**config.mk**
```make
export PLATFORM = sky130hd
export DESIGN_NAME = mul_div_unit
export DESIGN_NICKNAME = d
export VERILOG_FILES = /design/src/rtl/mul_div_unit.sv
export SDC_FILE = /design/constraint.sdc
export NUM_CORES = 1
export LEC_CHECK = 0
export CAP_MARGIN = 40
export CORE_ASPECT_RATIO = 0.6
export CORE_MARGIN = 2
export CORE_UTILIZATION = 50
export CTS_CLUSTER_SIZE = 16
export DETAILED_ROUTE_END_ITERATION = 6
export PLACE_DENSITY = 0.74
export SYNTH_ARGS = -nofsm -noshare
export SYNTH_HDL_FRONTEND = slang
export SYNTH_SLANG_ARGS = --single-unit
```
**constraint.sdc**
```tcl
create_clock -name Clk -period 4.9 [get_ports Clk]
set_clock_uncertainty 0.2 [all_clocks]
set_input_delay 0.735 -clock Clk [delete_from_list [all_inputs] [get_ports Clk]]
set_output_delay 0.735 -clock Clk [all_outputs]
set_load 0.03 [all_outputs]
```
**src/rtl/mul_div_unit.sv**
```systemverilog
// Iterative MULT/MULTU/DIV/DIVU with HI/LO registers; fixed latency WIDTH+2 cycles from start to done.
// Operands are captured at start; start while busy is ignored and MTHI/MTLO writes are only taken when idle.
module mul_div_unit #(
   parameter int WIDTH = 32
) (
   input  logic               Clk,
   input  logic               reset,
   input  logic               start,
   input  logic [1:0]         op,
   input  logic [WIDTH-1:0]   rs_val,
   input  logic [WIDTH-1:0]   rt_val,
   input  logic               hi_we,
   input  logic               lo_we,
   input  logic [WIDTH-1:0]   wr_data,
   output logic               busy,
   output logic               done,
   output logic               div_zero,
   output logic [WIDTH-1:0]   hi,
   output logic [WIDTH-1:0]   lo,
   output logic [2*WIDTH-1:0] product
);

   localparam int CW = (WIDTH > 1) ? $clog2(WIDTH) : 1;
   localparam logic [CW-1:0] CNT_INIT = CW'(WIDTH - 1);

   typedef enum logic [1:0] {IDLE, CALC, FIXUP, DONE} state_t;

   state_t             state_q, state_d;
   logic [CW-1:0]      cnt_q, cnt_d;
   logic [2*WIDTH-1:0] acc_q, acc_d;
   logic [WIDTH-1:0]   opb_q, opb_d;
   logic [WIDTH-1:0]   orig_a_q, orig_a_d;
   logic               is_div_q, is_div_d;
   logic               neg_res_q, neg_res_d;
   logic               neg_rem_q, neg_rem_d;
   logic               dz_op_q, dz_op_d;
   logic               div_zero_q, div_zero_d;
   logic [WIDTH-1:0]   hi_q, hi_d;
   logic [WIDTH-1:0]   lo_q, lo_d;

   logic               sa, sb;
   logic [WIDTH-1:0]   mag_a, mag_b;
   logic [WIDTH:0]     add_sum, rem_sh, diff;
   logic [2*WIDTH-1:0] prod_fix;
   logic [WIDTH-1:0]   quo_fix, rem_fix;

   always_comb begin
      state_d    = state_q;
      cnt_d      = cnt_q;
      acc_d      = acc_q;
      opb_d      = opb_q;
      orig_a_d   = orig_a_q;
      is_div_d   = is_div_q;
      neg_res_d  = neg_res_q;
      neg_rem_d  = neg_rem_q;
      dz_op_d    = dz_op_q;
      div_zero_d = div_zero_q;
      hi_d       = hi_q;
      lo_d       = lo_q;

      // op[0] clear selects the signed variant of both MULT and DIV
      sa    = ~op[0] & rs_val[WIDTH-1];
      sb    = ~op[0] & rt_val[WIDTH-1];
      mag_a = sa ? -rs_val : rs_val;
      mag_b = sb ? -rt_val : rt_val;

      add_sum  = {1'b0, acc_q[2*WIDTH-1:WIDTH]} + {1'b0, opb_q & {WIDTH{acc_q[0]}}};
      rem_sh   = {acc_q[2*WIDTH-1:WIDTH], acc_q[WIDTH-1]};
      diff     = rem_sh - {1'b0, opb_q};
      prod_fix = neg_res_q ? -acc_q : acc_q;
      quo_fix  = neg_res_q ? -acc_q[WIDTH-1:0] : acc_q[WIDTH-1:0];
      rem_fix  = neg_rem_q ? -acc_q[2*WIDTH-1:WIDTH] : acc_q[2*WIDTH-1:WIDTH];

      case (state_q)
         IDLE: begin
            if (start) begin
               state_d    = CALC;
               cnt_d      = CNT_INIT;
               is_div_d   = op[1];
               neg_res_d  = sa ^ sb;
               neg_rem_d  = sa;
               orig_a_d   = rs_val;
               dz_op_d    = op[1] & (rt_val == '0);
               div_zero_d = op[1] & (rt_val == '0);
               opb_d      = op[1] ? mag_b : mag_a;
               acc_d      = {{WIDTH{1'b0}}, (op[1] ? mag_a : mag_b)};
            end else begin
               if (hi_we) hi_d = wr_data;
               if (lo_we) lo_d = wr_data;
            end
         end
         CALC: begin
            // divide: restoring step, quotient bit enters at the bottom; multiply: shift-add
            if (is_div_q) begin
               if (diff[WIDTH]) acc_d = {rem_sh[WIDTH-1:0], acc_q[WIDTH-2:0], 1'b0};
               else             acc_d = {diff[WIDTH-1:0], acc_q[WIDTH-2:0], 1'b1};
            end else begin
               acc_d = {add_sum, acc_q[WIDTH-1:1]};
            end
            cnt_d = cnt_q - 1'b1;
            if (cnt_q == '0) state_d = FIXUP;
         end
         FIXUP: begin
            state_d = DONE;
            if (dz_op_q) begin
               hi_d = orig_a_q;
               lo_d = '1;
            end else if (is_div_q) begin
               hi_d = rem_fix;
               lo_d = quo_fix;
            end else begin
               hi_d = prod_fix[2*WIDTH-1:WIDTH];
               lo_d = prod_fix[WIDTH-1:0];
            end
         end
         DONE:    state_d = IDLE;
         default: state_d = IDLE;
      endcase
   end

   always_ff @(posedge Clk) begin
      if (reset) begin
         state_q    <= IDLE;
         cnt_q      <= '0;
         acc_q      <= '0;
         opb_q      <= '0;
         orig_a_q   <= '0;
         is_div_q   <= 1'b0;
         neg_res_q  <= 1'b0;
         neg_rem_q  <= 1'b0;
         dz_op_q    <= 1'b0;
         div_zero_q <= 1'b0;
         hi_q       <= '0;
         lo_q       <= '0;
      end else begin
         state_q    <= state_d;
         cnt_q      <= cnt_d;
         acc_q      <= acc_d;
         opb_q      <= opb_d;
         orig_a_q   <= orig_a_d;
         is_div_q   <= is_div_d;
         neg_res_q  <= neg_res_d;
         neg_rem_q  <= neg_rem_d;
         dz_op_q    <= dz_op_d;
         div_zero_q <= div_zero_d;
         hi_q       <= hi_d;
         lo_q       <= lo_d;
      end
   end

   assign busy     = (state_q != IDLE);
   assign done     = (state_q == DONE);
   assign div_zero = div_zero_q;
   assign hi       = hi_q;
   assign lo       = lo_q;
   assign product  = {hi_q, lo_q};

endmodule

```
==> reports/qor_table.md <==
| Stage | Parameter | Reported |
|:---|:---|:---|
| logic synthesis | Count of distinct cell types in the synthesized netlist | 76 |
| layout | Most common library cell in the layout ignoring fill and taps | sky130_fd_sc_hd__nand2_1 |
| worst hold path | Worst hold-check path type | reg2reg |
| logic synthesis | Proportion of synthesized area in mux cells | 0.04026 |
| grt | Met3 track utilization from global routing | 0.1638 |
| logic synthesis | Mapped Area | 16560 um2 |
| logic synthesis | Post-synthesis compound-gate area fraction | 0.2701 |
| timing | Number of setup violations in the final report | 0 |
| grt | GRT Total Usage | 0.4075 |
| placement | HPWL after detailed placement | 57280 um |
| job | MaxCap Viol Count | 0 |
| grt | Global route hottest layer | met1 |
| timing | Setup TNS after final layout | 0 ns |
| floorplanning | Placeable core region | 32540 um2 |
| clock tree | CTS clk-pin slew, worst paths | 0.07 ns |
| logic synthesis | Post-Synth Simple-Gate Area | 0.2214 |
| logic synthesis | Asr flop ratio synth | 0 |
| floorplanning | Count of pins on the block boundary | 234 |
| pwr | Worst supply voltage drop on vdd | 0.2940 mV |
| clock tree | Postcts setup bufs | 0 |
| floorplanning | Placement Rows | 51 |
| clock tree | H-tree level count | 1 |
| layout | Area Overhead vs Synth | 19.56% |
| clock tree | Clock network latency to the later pin of the worst-skew pair | 0.56 ns |
| grt | Largest net degree at the start of global routing | 126 |
| detailed routing | Number of nets with antenna violations after detailed routing | 0 |
| floorplanning | Full die area | 34650 um2 |
| clock tree | CTS tree | done |
| clock tree | CTS Buffer Depth | 3 |
| floorplanning | Starting density of the core | 0.5090 |
| timing | Fmax | 0.2321 GHz |
| worst setup path | Worst r2r src | acc_q[31] |
| worst hold path | Source of the worst hold timing path | opb_q[25] |
| worst setup path | Data arrival time of the worst path | 4.52 ns |
| placement | Final weighted congestion of routability-driven global placement | 1.039 |
| logic synthesis | Net count of the mapped netlist | 2485 |
| timing | Final hold slack | 0.2549 ns |
| layout | Net count of the finished layout | 2597 |
| grt | Global-route wire length before repair | 106600 um |
| pwr | Leakage power | 0.007537 uW |
| logic synthesis | Avg Synthesized Cell Area | 7.183 um2 |
| grt | Met2 routing resource usage after global routing | 0.5199 |
| placement | Total of buffers placed on input and output ports | 233 |
| pwr | Power per standard cell area | 505.8 nW/um2 |
| logic synthesis | Ys flop type | sky130_fd_sc_hd__dfxtp_1 |
| detailed routing | WL final | 72900 um |
| layout | Number of filler instances in the final layout | 2999 |
| worst setup path | CP Max Fanout | 9 |
| logic synthesis | Post-synthesis xor/xnor area fraction | 0.08513 |
| timing | Final period demand of the worst path | 4.309 ns |
| logic synthesis | Portion of the post-synthesis area used by sequential elements | 0.2453 |
| timing | Transition time of the tightest slew-check pin | 0.9538 ns |
| worst setup path | Critical Path Sink Type | register |
| detailed routing | Number of search-and-repair iterations in the first detailed-routing pass | 6 |
| grt | Via count of the first global-routing pass | 16470 |
| layout | Highest-count cells in the layout ignoring fill and taps | sky130_fd_sc_hd__nand2_1, sky130_fd_sc_hd__nor2_1, sky130_fd_sc_hd__a21oi_1 |
| detailed routing | Remaining DRCs | 0 |
| floorplanning | Chip height | 145.0 um |
| grt | Initial antenna violation count | 2 |
| status | Run status | finished clean |
| logic synthesis | Adder-cell share of the synthesized area | 0.05831 |
| grt | Overflow left after global routing | 0 |
| timing | Number of max-slew violations in the final report | 0 |
| worst setup path | Start point of the critical path | acc_q[31] |
| detailed routing | Number of violations reported at the end of detailed-routing iteration 0 | 2787 |
| detailed routing | Average wire per cell in the routed design | 25.48 um |
| clock tree | CTS buffer count | 23 |
| layout | Util after Layout | 0.6086 |
| detailed routing | Via count of the routed design | 18710 |
| logic synthesis | Synthesized netlist cell count | 2306 |
| worst setup path | Type of the worst setup path | reg2reg |
| timing | Final worst-path cycle share | 0.8794 |
| layout | Share of layout cells above drive strength 1 | 0.06741 |
| clock tree | Post-cts sizing count | 0 |
| timing | Relative slew slack | 0.3618 |
| logic synthesis | Count of yosys warnings during synthesis | 0 |
| floorplanning | Width of the die | 239.0 um |
| detailed routing | Post-DR vias/cell | 6.541 |
| logic synthesis | Main combinational cell family by area after synthesis | compound AO/OA/AOI/OAI gates |
| clock tree | Count of hold-fix buffers inserted at cts | 0 |
| logic synthesis | Number of enable-type register cells in the synthesized netlist | 0 |
| timing | Final hold violations | 0 |
| grt | Met1 capacity usage during global routing | 0.6162 |
| worst setup path | Required time at the worst-slack endpoint | 5.11 ns |
| clock tree | CTS root buf | sky130_fd_sc_hd__clkbuf_16 |
| logic synthesis | Seq cells post-synth | 203 |
| timing | RSZ-0062 raised after global routing | false |
| worst setup path | CP Launch Type | register |
| clock tree | # clock sinks | 203 |
[through the flow]
stage               setup slack (ns)  instance area (um2)  std cells  total power, uW
floorplan                      1.374                16560       2306             5924
global placement              0.6567                18930       2813             7770
detailed placement            0.6553                19000       2817             7893
CTS                           0.7951                19800       2857             9785
global route                  0.4643                19800       2858            10450
finish                        0.5911                19810       2861            10020
[cells in the mapped netlist (21+ instances only)]
library cell / instances / share of area
sky130_fd_sc_hd__mux2i_1: 43 / 0.026
sky130_fd_sc_hd__nand2_1: 287 / 0.065
sky130_fd_sc_hd__inv_1: 67 / 0.015
sky130_fd_sc_hd__a21oi_1: 260 / 0.079
sky130_fd_sc_hd__or3_1: 21 / 0.0079
sky130_fd_sc_hd__ha_1: 74 / 0.056
sky130_fd_sc_hd__mux2_2: 21 / 0.014
sky130_fd_sc_hd__buf_4: 64 / 0.029
sky130_fd_sc_hd__nor3_1: 78 / 0.024
sky130_fd_sc_hd__o31ai_1: 21 / 0.0095
sky130_fd_sc_hd__xnor2_1: 101 / 0.053
sky130_fd_sc_hd__o21ai_0: 129 / 0.039
sky130_fd_sc_hd__nor2_1: 259 / 0.059
sky130_fd_sc_hd__o211ai_1: 30 / 0.014
sky130_fd_sc_hd__dfxtp_1: 203 / 0.25
sky130_fd_sc_hd__o221ai_1: 38 / 0.020
sky130_fd_sc_hd__nand3_1: 28 / 0.0085
sky130_fd_sc_hd__nor4_1: 25 / 0.0094
sky130_fd_sc_hd__a211oi_1: 62 / 0.028
sky130_fd_sc_hd__nand2b_1: 22 / 0.0083
sky130_fd_sc_hd__xor2_1: 60 / 0.032
sky130_fd_sc_hd__clkbuf_1: 129 / 0.029
sky130_fd_sc_hd__a21o_1: 27 / 0.012
[where the power goes]
group	leakage, uW	total (uW)	internal (uW)	switching, uW
Combinational	0.00549	5530	1970	3560
Clock	0.000384	1910	1110	801
Sequential	0.00166	2580	2040	536
Total	0.00754	10000	5120	4900
[layer usage]
layer | part of all wire | up-vias
met2 | 0.37 | 1334
met5 | 0 | -
li1 | - | 8446
met3 | 0.16 | 129
met1 | 0.44 | 8805
met4 | 0.029 | 0
[sequential cells by signal, indices dropped and copies added (netlist names)]
signal and cells:
acc_q 64, cnt_q 5, div_zero 1, hi 32
is_div_q 1, lo 32, neg_rem_q 1, neg_res_q 1
opb_q 32, orig_a_q 32, state_q 2
[path summary, 6_finish.rpt]
kind / endpoint / slack [ns] / cells past startpoint
worst max-delay path: acc_q[62] / 0.59 / 13
worst min-delay path: opb_q[25] / 0.25 / 2
worst max register to register: acc_q[62] / 0.59 / 13
worst min register to register: opb_q[25] / 0.25 / 2
[cell type report]
type	count	area (um2)	area share
Antenna cell	4	10.01	0.0005054
Clock buffer	28	614.3	0.03102
Clock inverter	12	180.2	0.009097
Inverter	70	262.8	0.01327
Multi-Input combinational cell	1819	11220	0.5667
Sequential cell	203	4066	0.2053
Tap cell	424	530.5	0.02679
Timing Repair Buffer	301	2918	0.1473
[worst max-delay path: stages (launching register included)]
cell and delay [ns]:
sky130_fd_sc_hd__dfxtp_1 0.55, sky130_fd_sc_hd__inv_1 0.11, sky130_fd_sc_hd__ha_1 0.25, sky130_fd_sc_hd__fa_1 0.41, sky130_fd_sc_hd__nand2b_1 0.18, sky130_fd_sc_hd__a21oi_1 0.37, sky130_fd_sc_hd__o21ai_0 0.29, sky130_fd_sc_hd__nand2_1 0.24
sky130_fd_sc_hd__a21oi_1 0.16, sky130_fd_sc_hd__o211ai_1 0.36, sky130_fd_sc_hd__buf_4 0.24, sky130_fd_sc_hd__or2_2 0.26, sky130_fd_sc_hd__a211oi_1 0.08, sky130_fd_sc_hd__a2111oi_0 0.46
[cells by family (layout without fill, tap and decap cells)]
kind of cell | after synthesis | after routing
compound gates | 707 | 707
xor+xnor | 161 | 161
mux | 64 | 64
other cells | 0 | 4
flops | 203 | 203
buf+inv | 284 | 411
fa+ha+maj | 76 | 76
simple gates | 811 | 811
Note: power is estimated with default switching activity, not from simulation.
